### config.mk
export PLATFORM = sky130hd
export DESIGN_NAME = button_debounce
export DESIGN_NICKNAME = d
export VERILOG_FILES = /design/src/rtl/debounce_pkg.sv /design/src/rtl/sync_2ff.sv /design/src/rtl/button_debounce.sv
export SDC_FILE = /design/constraint.sdc
export NUM_CORES = 1
export LEC_CHECK = 0
export ABC_AREA = 1
export BUFFER_PORTS_ARGS = -buffer_cell sky130_fd_sc_hd__buf_2
export CAP_MARGIN = 20
export CORE_MARGIN = 3
export CORE_UTILIZATION = 40
export CTS_CLUSTER_DIAMETER = 40
export CTS_CLUSTER_SIZE = 40
export DETAILED_ROUTE_END_ITERATION = 8
export MAX_ROUTING_LAYER = met4
export SYNTH_ARGS = -nofsm -noshare
export SYNTH_HDL_FRONTEND = slang
export SYNTH_SLANG_ARGS = --single-unit
### constraint.sdc
create_clock -name clk -period 1.6 [get_ports clk]
set_input_delay 0.08 -clock clk [delete_from_list [all_inputs] [get_ports clk]]
set_output_delay 0.08 -clock clk [all_outputs]
set_load 0.1 [all_outputs]
### src/rtl/debounce_pkg.sv
// -----------------------------------------------------------------------------
// debounce_pkg
//   Shared definitions for the push-button conditioning path.
//   - state_t          : 2-bit debounce FSM encoding
//   - DEFAULT_DEBOUNCE_CYCLES / DEFAULT_CNT_W : 10 ms at 50 MHz
// -----------------------------------------------------------------------------
package debounce_pkg;

   // Encoding is fixed so that bit 1 equals the accepted level and bit 0
   // marks a qualification window in progress.
   typedef enum logic [1:0] {
      IDLE_LOW  = 2'd0,
      WAIT_HIGH = 2'd1,
      IDLE_HIGH = 2'd2,
      WAIT_LOW  = 2'd3
   } state_t;

   localparam int DEFAULT_DEBOUNCE_CYCLES = 500000;
   localparam int DEFAULT_CNT_W           = 19;

endpackage : debounce_pkg

### src/rtl/sync_2ff.sv
// -----------------------------------------------------------------------------
// sync_2ff
//   1-bit two-flop synchroniser for a level that is asynchronous to clk.
//   Ports:
//     clk   : destination clock
//     reset : synchronous, active-high; clears both flops
//     d     : asynchronous input level
//     q     : synchronised level, two clk edges behind d
// -----------------------------------------------------------------------------
module sync_2ff (
   input  logic clk,
   input  logic reset,
   input  logic d,
   output logic q
);

   logic s1_reg;
   logic s2_reg;

   // First flop may go metastable; the second gives it a full period to
   // resolve before anything downstream looks at it.
   always_ff @(posedge clk) begin
      if (reset) begin
         s1_reg <= 1'b0;
         s2_reg <= 1'b0;
      end else begin
         s1_reg <= d;
         s2_reg <= s1_reg;
      end
   end

   assign q = s2_reg;

endmodule : sync_2ff

### src/rtl/button_debounce.sv
// -----------------------------------------------------------------------------
// button_debounce
//   Synchronises a raw bouncing push-button level and filters it with a
//   stability counter. A new level is accepted only after the synchronised
//   input has held it for DEBOUNCE_CYCLES consecutive cycles.
//   Parameters:
//     DEBOUNCE_CYCLES : qualification length in clk cycles (>= 2)
//     CNT_W           : stability counter width, 2**CNT_W >= DEBOUNCE_CYCLES
//   Ports:
//     clk        : single clock, rising edge
//     reset      : synchronous, active-high
//     btn_in     : raw button level, asynchronous to clk
//     level      : debounced level (registered)
//     rise_pulse : one-cycle pulse on accepted 0->1 (registered)
//     fall_pulse : one-cycle pulse on accepted 1->0 (registered)
// -----------------------------------------------------------------------------
module button_debounce
   import debounce_pkg::*;
#(
   parameter int DEBOUNCE_CYCLES = DEFAULT_DEBOUNCE_CYCLES,
   parameter int CNT_W           = DEFAULT_CNT_W
) (
   input  logic clk,
   input  logic reset,
   input  logic btn_in,
   output logic level,
   output logic rise_pulse,
   output logic fall_pulse
);

   localparam logic [CNT_W-1:0] CNT_ONE  = CNT_W'(1);
   localparam logic [CNT_W-1:0] CNT_LAST = CNT_W'(DEBOUNCE_CYCLES - 1);

   logic             s2;
   state_t           state_reg;
   logic [CNT_W-1:0] cnt_reg;
   logic             level_reg;
   logic             rise_reg;
   logic             fall_reg;

   sync_2ff u_sync (
      .clk   (clk),
      .reset (reset),
      .d     (btn_in),
      .q     (s2)
   );

   // The cycle that moves IDLE_* -> WAIT_* already counts as the first stable
   // sample, so the counter is loaded with 1 there and acceptance happens when
   // it reads DEBOUNCE_CYCLES-1 with the input still stable. That gives a
   // total of DEBOUNCE_CYCLES stable samples and keeps cnt below
   // DEBOUNCE_CYCLES, so it can never wrap.
   always_ff @(posedge clk) begin
      if (reset) begin
         state_reg <= IDLE_LOW;
         cnt_reg   <= '0;
         level_reg <= 1'b0;
         rise_reg  <= 1'b0;
         fall_reg  <= 1'b0;
      end else begin
         rise_reg <= 1'b0;
         fall_reg <= 1'b0;

         case (state_reg)
            IDLE_LOW: begin
               if (s2) begin
                  state_reg <= WAIT_HIGH;
                  cnt_reg   <= CNT_ONE;
               end
            end

            WAIT_HIGH: begin
               if (!s2) begin
                  // Bounce: drop the attempt silently.
                  state_reg <= IDLE_LOW;
                  cnt_reg   <= '0;
               end else if (cnt_reg == CNT_LAST) begin
                  state_reg <= IDLE_HIGH;
                  cnt_reg   <= '0;
                  level_reg <= 1'b1;
                  rise_reg  <= 1'b1;
               end else begin
                  cnt_reg <= cnt_reg + CNT_ONE;
               end
            end

            IDLE_HIGH: begin
               if (!s2) begin
                  state_reg <= WAIT_LOW;
                  cnt_reg   <= CNT_ONE;
               end
            end

            WAIT_LOW: begin
               if (s2) begin
                  state_reg <= IDLE_HIGH;
                  cnt_reg   <= '0;
               end else if (cnt_reg == CNT_LAST) begin
                  state_reg <= IDLE_LOW;
                  cnt_reg   <= '0;
                  level_reg <= 1'b0;
                  fall_reg  <= 1'b1;
               end else begin
                  cnt_reg <= cnt_reg + CNT_ONE;
               end
            end

            default: begin
               state_reg <= IDLE_LOW;
               cnt_reg   <= '0;
            end
         endcase
      end
   end

   assign level      = level_reg;
   assign rise_pulse = rise_reg;
   assign fall_pulse = fall_reg;

endmodule : button_debounce

==> results_dict.tcl, run 1 <==
set metrics [dict create \
    cts.htree.levels 1 \
    drt_iter0_markers 139 \
    clkPwrFrac_pct 44.1 \
    n_fill_cell 372 \
    tightest_slew_ps 485 \
    max_stage_delay_ps 360 \
    drcViolationCount 0 \
    path_clk_slew_ps 90 \
    crit_arrival_ps 1640 \
    synthTopCellsByArea "dfxtp_1, nand2_1, nor2_1" \
    p_leak_nw 0.719 \
    grt_util_all_layers_pct 18.9 \
    boundaryPins 6 \
    crit_chain "ha_4 -> nand2_4 -> nor2_8 -> nand3_2 -> nor2_4 -> nor2_4 -> buf_4 -> nand2_1 -> a21oi_1" \
    fin_crit_sh_pct 92.5 \
    grt_pass1_wl_um 6380 \
    yosys_warnings 0 \
    rows 21 \
    status "finished, final reports clean" \
    min_period_ps 1480 \
    synth_nets 249 \
    cts.sinks 26 \
    drtAntennaViolNets 0 \
    drv_slew 0 \
    antenna_found_initial 0 \
    cellPowerDensity_mw_per_mm2 708 \
    die_area_sq_mm 0.00457 \
    critPathKind "reg -> reg" \
    setup_tns_ps 0 \
    die_y_um 67.6 \
    switching_share_pct 20.8 \
    slowest_stage "dfxtp_2" \
    cts_tree "built" \
    drive_gt1_share_pct 16.0 \
    synthFlopType "dfxtp_1" \
    io_buffer_count 5 \
    worst_slack_ps 120 \
    dp_hpwl_um 2770 \
    hp-class "in -> reg" \
    vias_per_cell 4.94 \
    antennaDiodeCount 0 \
    detailedPlace.worstSlack_ps -46.4 \
    hold_viol_final 0 \
    hold_slack_ps 10.2 \
    cts_buffer_depth 2 \
    grt_overflow_total 0 \
    routed_wl_um 3850 \
    synth_top_area_share_pct 34.3 \
    crit_top_cell "nor2_4" \
    worst_setup_path_start_kind "flop" \
    synth-edff-count 0 \
    p_int_mw 1.00 \
    worstPathRequired_ps 1760 \
    seq_power_share_pct 51.8 \
    peakVddDrop_uv 329 \
    crit_buf_inv 1 \
    cts_root_buffer "clkbuf_8" \
    instances_no_fill 309 \
    placed_cells 299 \
    core_area_sq_mm 0.00349 \
    drtPass1Iterations 4 \
    power_frac_comb_pct 4.1 \
    finalPower_mw 1.26 \
    grt_pass1_vias 1363 \
    fin_skew_ps 4.33 \
    crit_fanout 7 \
    vias 1528 \
    end_kind "flop" \
    avgRoutedWirePerCell_um 12.5 \
    start_util_pct 43.4 \
    gp_congestion 0.900 \
    netlist_top_cells_count "nand2_1, nor2_1, inv_1" \
    fmax_ghz 0.676 \
    nNetsFinal 268 \
    syn-cell-area_sq_mm 0.00152 \
    yosysTopAreaCell "dfxtp_1" \
    synthCells 245 \
    ys_types 25 \
    cts_buffers 3 \
    seq_area_frac_synth_pct 34.3 \
    avgSynthCellArea_sq_um 6.19 \
    finalSetupViolCount 0 \
    yosysMostFrequentCell "nand2_1" \
    critPathTopFamily "simple AND/OR/NAND/NOR gates" \
    ys_seq_elements 26 \
    cts_hold_buf 0 \
    max_slew_margin_pct 67.9 \
    grt_max_degree 16 \
    async_reset_ff_share_pct 0 \
    max_cap_violations 0 \
    layout-area-overhead-vs-synth_pct 17.7 \
    clock_latency_ps 280 \
    p_sw_mw 0.263 \
    largest_reg_flops 19 \
    fp.dieW_um 67.6 \
]
-- kinds of logic (layout without fill, tap and decap cells) --
| group | after synthesis | after routing | share of synthesized area (%) |
|---|---|---|---|
| and+or+nand+nor | 154 | 154 | 44.4 |
| buffers and inverters | 36 | 54 | 9.65 |
| DFF | 26 | 26 | 34.3 |
| AOI/OAI and AO/OA | 24 | 24 | 8.50 |
| xor gates and xnor gates | 4 | 4 | 2.31 |
| adders and majority gates | 1 | 1 | 0.825 |
-- cell usage in the layout (no fill, tap or decap), types with 2 or more instances in the layout --
| cell | n |
|---|---|
| nor2_1 | 47 |
| o21ai_0 | 7 |
| nor2_4 | 4 |
| nand3_1 | 25 |
| o21bai_1 | 2 |
| inv_2 | 2 |
| a21oi_1 | 14 |
| dfxtp_2 | 3 |
| dfxtp_1 | 23 |
| nand2_1 | 65 |
| nand2_2 | 3 |
| buf_4 | 15 |
| buf_2 | 5 |
| nand4_1 | 4 |
| inv_1 | 28 |
| clkbuf_8 | 3 |
| xor2_1 | 3 |
-- per-stage QoR --
step	utilization, %	area, sq um
detailed placement	46.7	1630
global placement	46.7	1630
CTS	48.9	1710
global route	51.1	1790
finish	51.1	1790
floorplan	-	1520
-- power by group through the flow --
stage,Clock (mW),Combinational (mW),Sequential (mW)
after CTS,0.574,0.0498,0.654
final,0.558,0.0518,0.655
after global routing,0.595,0.0585,0.656
after global placement,0,0.0507,0.669
after floorplan,0,0.0303,0.669
after detailed placement,0,0.0496,0.669
-- cell type report --
type | count | area, sq um | share of cell area [%]
clock buffers | 3 | 41.3 | 2.31
multi-input cells | 183 | 882 | 49.4
flip-flops and latches | 26 | 524 | 29.4
clock inverters | 1 | 30.0 | 1.68
well taps | 46 | 57.6 | 3.22
repair buffers | 20 | 138 | 7.71
inverters | 30 | 113 | 6.31
-- metal layers --
metal / up-vias / routed length (um) / global-route usage [%] / part of all wire (%)
met3: 7 / 161 / 2.16 / 4.2
met4: 0 / 60 / 6.08 / 1.6
met5: - / 0 / - / 0
li1: 803 / - / - / -
met2: 34 / 1710 / 26.9 / 44
met1: 684 / 1920 / 27.4 / 50
-- path summary, 6_finish.rpt --
path,startpoint,to,slack (ps),depth (start not counted)
worst max-delay path,cnt_reg[0],cnt_reg[5],120,9
worst min-delay path,btn_in,u_sync.s1_reg,10,3
worst max register to register,cnt_reg[0],cnt_reg[5],120,9
worst min register to register,u_sync.s1_reg,u_sync.q,410,2
-- worst register-to-register path: cells and delay by family, from the launching register on --
family | cells | cell delay, ps
DFF | 1 | 360
and+or+nand+nor | 6 | 630
AOI/OAI and AO/OA | 1 | 70
buffers and inverters | 1 | 160
adders and majority gates | 1 | 160
-- repair_timing --
action,4_1_cts,5_1_grt
setup endpoints to repair,11,18
hold endpoints to repair,0,0
cloned,0,0
pin swaps,0,4
gates resized for setup,1,10
buffers inserted,0,6
(Power assumes the default switching activity.)
==> inputs of run 2 (changes only) <==
clock period = 1.7 ns   (was 1.6 ns; I/O delays follow)
==> results_dict.tcl, run 2 (synthesized netlist as in run 1, its figures left out) <==
set metrics [dict create \
    setup_tns_ps 0 \
    grt_max_degree 16 \
    grt_pass1_vias 1265 \
    hold_slack_ps 12.0 \
    nNetsFinal 256 \
    layout_commonest_cell "nand2_1" \
    vias_per_cell 4.94 \
    dp_hpwl_um 2550 \
    postLayoutCoreUtil_pct 47.7 \
    p_int_mw 0.940 \
    crit_fanout 7 \
    min_period_ps 1520 \
    core_area_sq_mm 0.00349 \
    seq_area_sq_um 522 \
    io_buffer_count 5 \
    fmax_ghz 0.657 \
    antenna_found_initial 0 \
    fin_skew_ps 4.49 \
    crit_arrival_ps 1700 \
    placed_area_sq_mm 0.00159 \
    grt_overflow_total 0 \
    die_area_sq_mm 0.00457 \
    hp-class "in -> reg" \
    largest_reg_flops 19 \
    cellPowerDensity_mw_per_mm2 704 \
    fin_crit_sh_pct 89.5 \
    end_kind "flop" \
    worstPathRequired_ps 1880 \
    switching_share_pct 20.0 \
    routed_wl_um 3430 \
    cts_tree "built" \
    hold_viol_final 0 \
    p_leak_nw 0.642 \
    cts_buffers 3 \
    cts_buffer_depth 2 \
    drcViolationCount 0 \
    drt_iter0_markers 86 \
    max_cap_violations 0 \
    antennaDiodeCount 0 \
    boundaryPins 6 \
    grt_util_all_layers_pct 17.0 \
    status "finished, final reports clean" \
    drv_slew 0 \
    seq_power_share_pct 52.4 \
    start_util_pct 43.4 \
    peakVddDrop_uv 306 \
    finalPower_mw 1.17 \
    die_y_um 67.6 \
    critPathKind "reg -> reg" \
    multiInputGateArea_sq_um 857 \
    clock_latency_ps 270 \
    final_cell_mix "nand2_1, nor2_1, inv_1" \
    avgRoutedWirePerCell_um 11.6 \
    cts.htree.levels 1 \
    layout-area-overhead-vs-synth_pct 9.98 \
    clkPwrFrac_pct 43.7 \
    finalSetupViolCount 0 \
    tightest_slew_ps 485 \
    rows 21 \
    drtAntennaViolNets 0 \
    rsz0062_at_grt "no" \
    vias 1466 \
    cts_root_buffer "clkbuf_8" \
    drive_gt1_share_pct 9.96 \
    fin_area_sq_mm 0.00167 \
    power_frac_comb_pct 3.9 \
    cts_hold_buf 0 \
    drtPass1Iterations 4 \
    fp.dieW_um 67.6 \
    path_clk_slew_ps 90 \
    max_slew_margin_pct 67.9 \
    p_sw_mw 0.235 \
    grt_pass1_wl_um 5810 \
    worst_setup_path_start_kind "flop" \
    n_fill_cell 388 \
    cts.sinks 26 \
    gp_congestion 0.940 \
]
## run 2: cell count changes in the layout (fill, tap and decap cells not counted), sizes merged
cell  previous run  this run
buf             20         8
## run 2: worst paths after layout
kind	startpoint	end	slack, ps	cells after the start
worst min register to register	u_sync.s1_reg	u_sync.q	400	2
worst max-delay path	cnt_reg[1]	cnt_reg[12]	180	8
worst max register to register	cnt_reg[1]	cnt_reg[12]	180	8
worst min-delay path	btn_in	u_sync.s1_reg	10	3
## run 2: metal layers
layer | GRT usage, % | vias up | share of wire (%)
met5 | - | - | 0
met4 | 5.32 | 0 | 1.2
met3 | 2.00 | 5 | 4.5
met2 | 25.2 | 33 | 42
met1 | 24.1 | 647 | 52
li1 | - | 781 | -
## run 2: power groups by stage
| stage | Sequential (mW) | Combinational [mW] | Clock [mW] |
|---|---|---|---|
| floorplan | 0.630 | 0.0285 | 0 |
| global placement | 0.629 | 0.0468 | 0 |
| detailed placement | 0.630 | 0.0456 | 0 |
| CTS | 0.615 | 0.0457 | 0.532 |
| global route | 0.616 | 0.0514 | 0.554 |
| finish | 0.615 | 0.0461 | 0.514 |
## run 2: timing repair
item | 4_1_cts | 5_1_grt
endpoints found under the setup margin | 1 | 6
setup buffers | 0 | 0
gates resized for setup | 1 | 2
## run 2: critical path, cell delays in order (launching register included)
cell and delay (ps):
dfxtp_2 360, ha_1 190, nand2_2 120, nor2_8 180, nand3_1 140, nand2_2 130, nand2_1 130, nand2_1 130
nor2_1 60
## run 2: metrics by stage
| step | std cells | worst slack (ps) |
|---|---|---|
| global route | 297 | 27.3 |
| floorplan | 245 | 244 |
| detailed placement | 293 | 36.6 |
| CTS | 297 | 81.9 |
| finish | 297 | 178 |
| global placement | 293 | 82.4 |
## run 2: cell type report
| cell class | count | area share, % |
|---|---|---|
| tap | 46 | 3.45 |
| timing repair buffer | 8 | 2.85 |
| clock buffer | 3 | 2.48 |
| inverter | 30 | 6.75 |
| multi-input combinational | 183 | 51.4 |
| clock inverter | 1 | 1.80 |
| sequential | 26 | 31.3 |
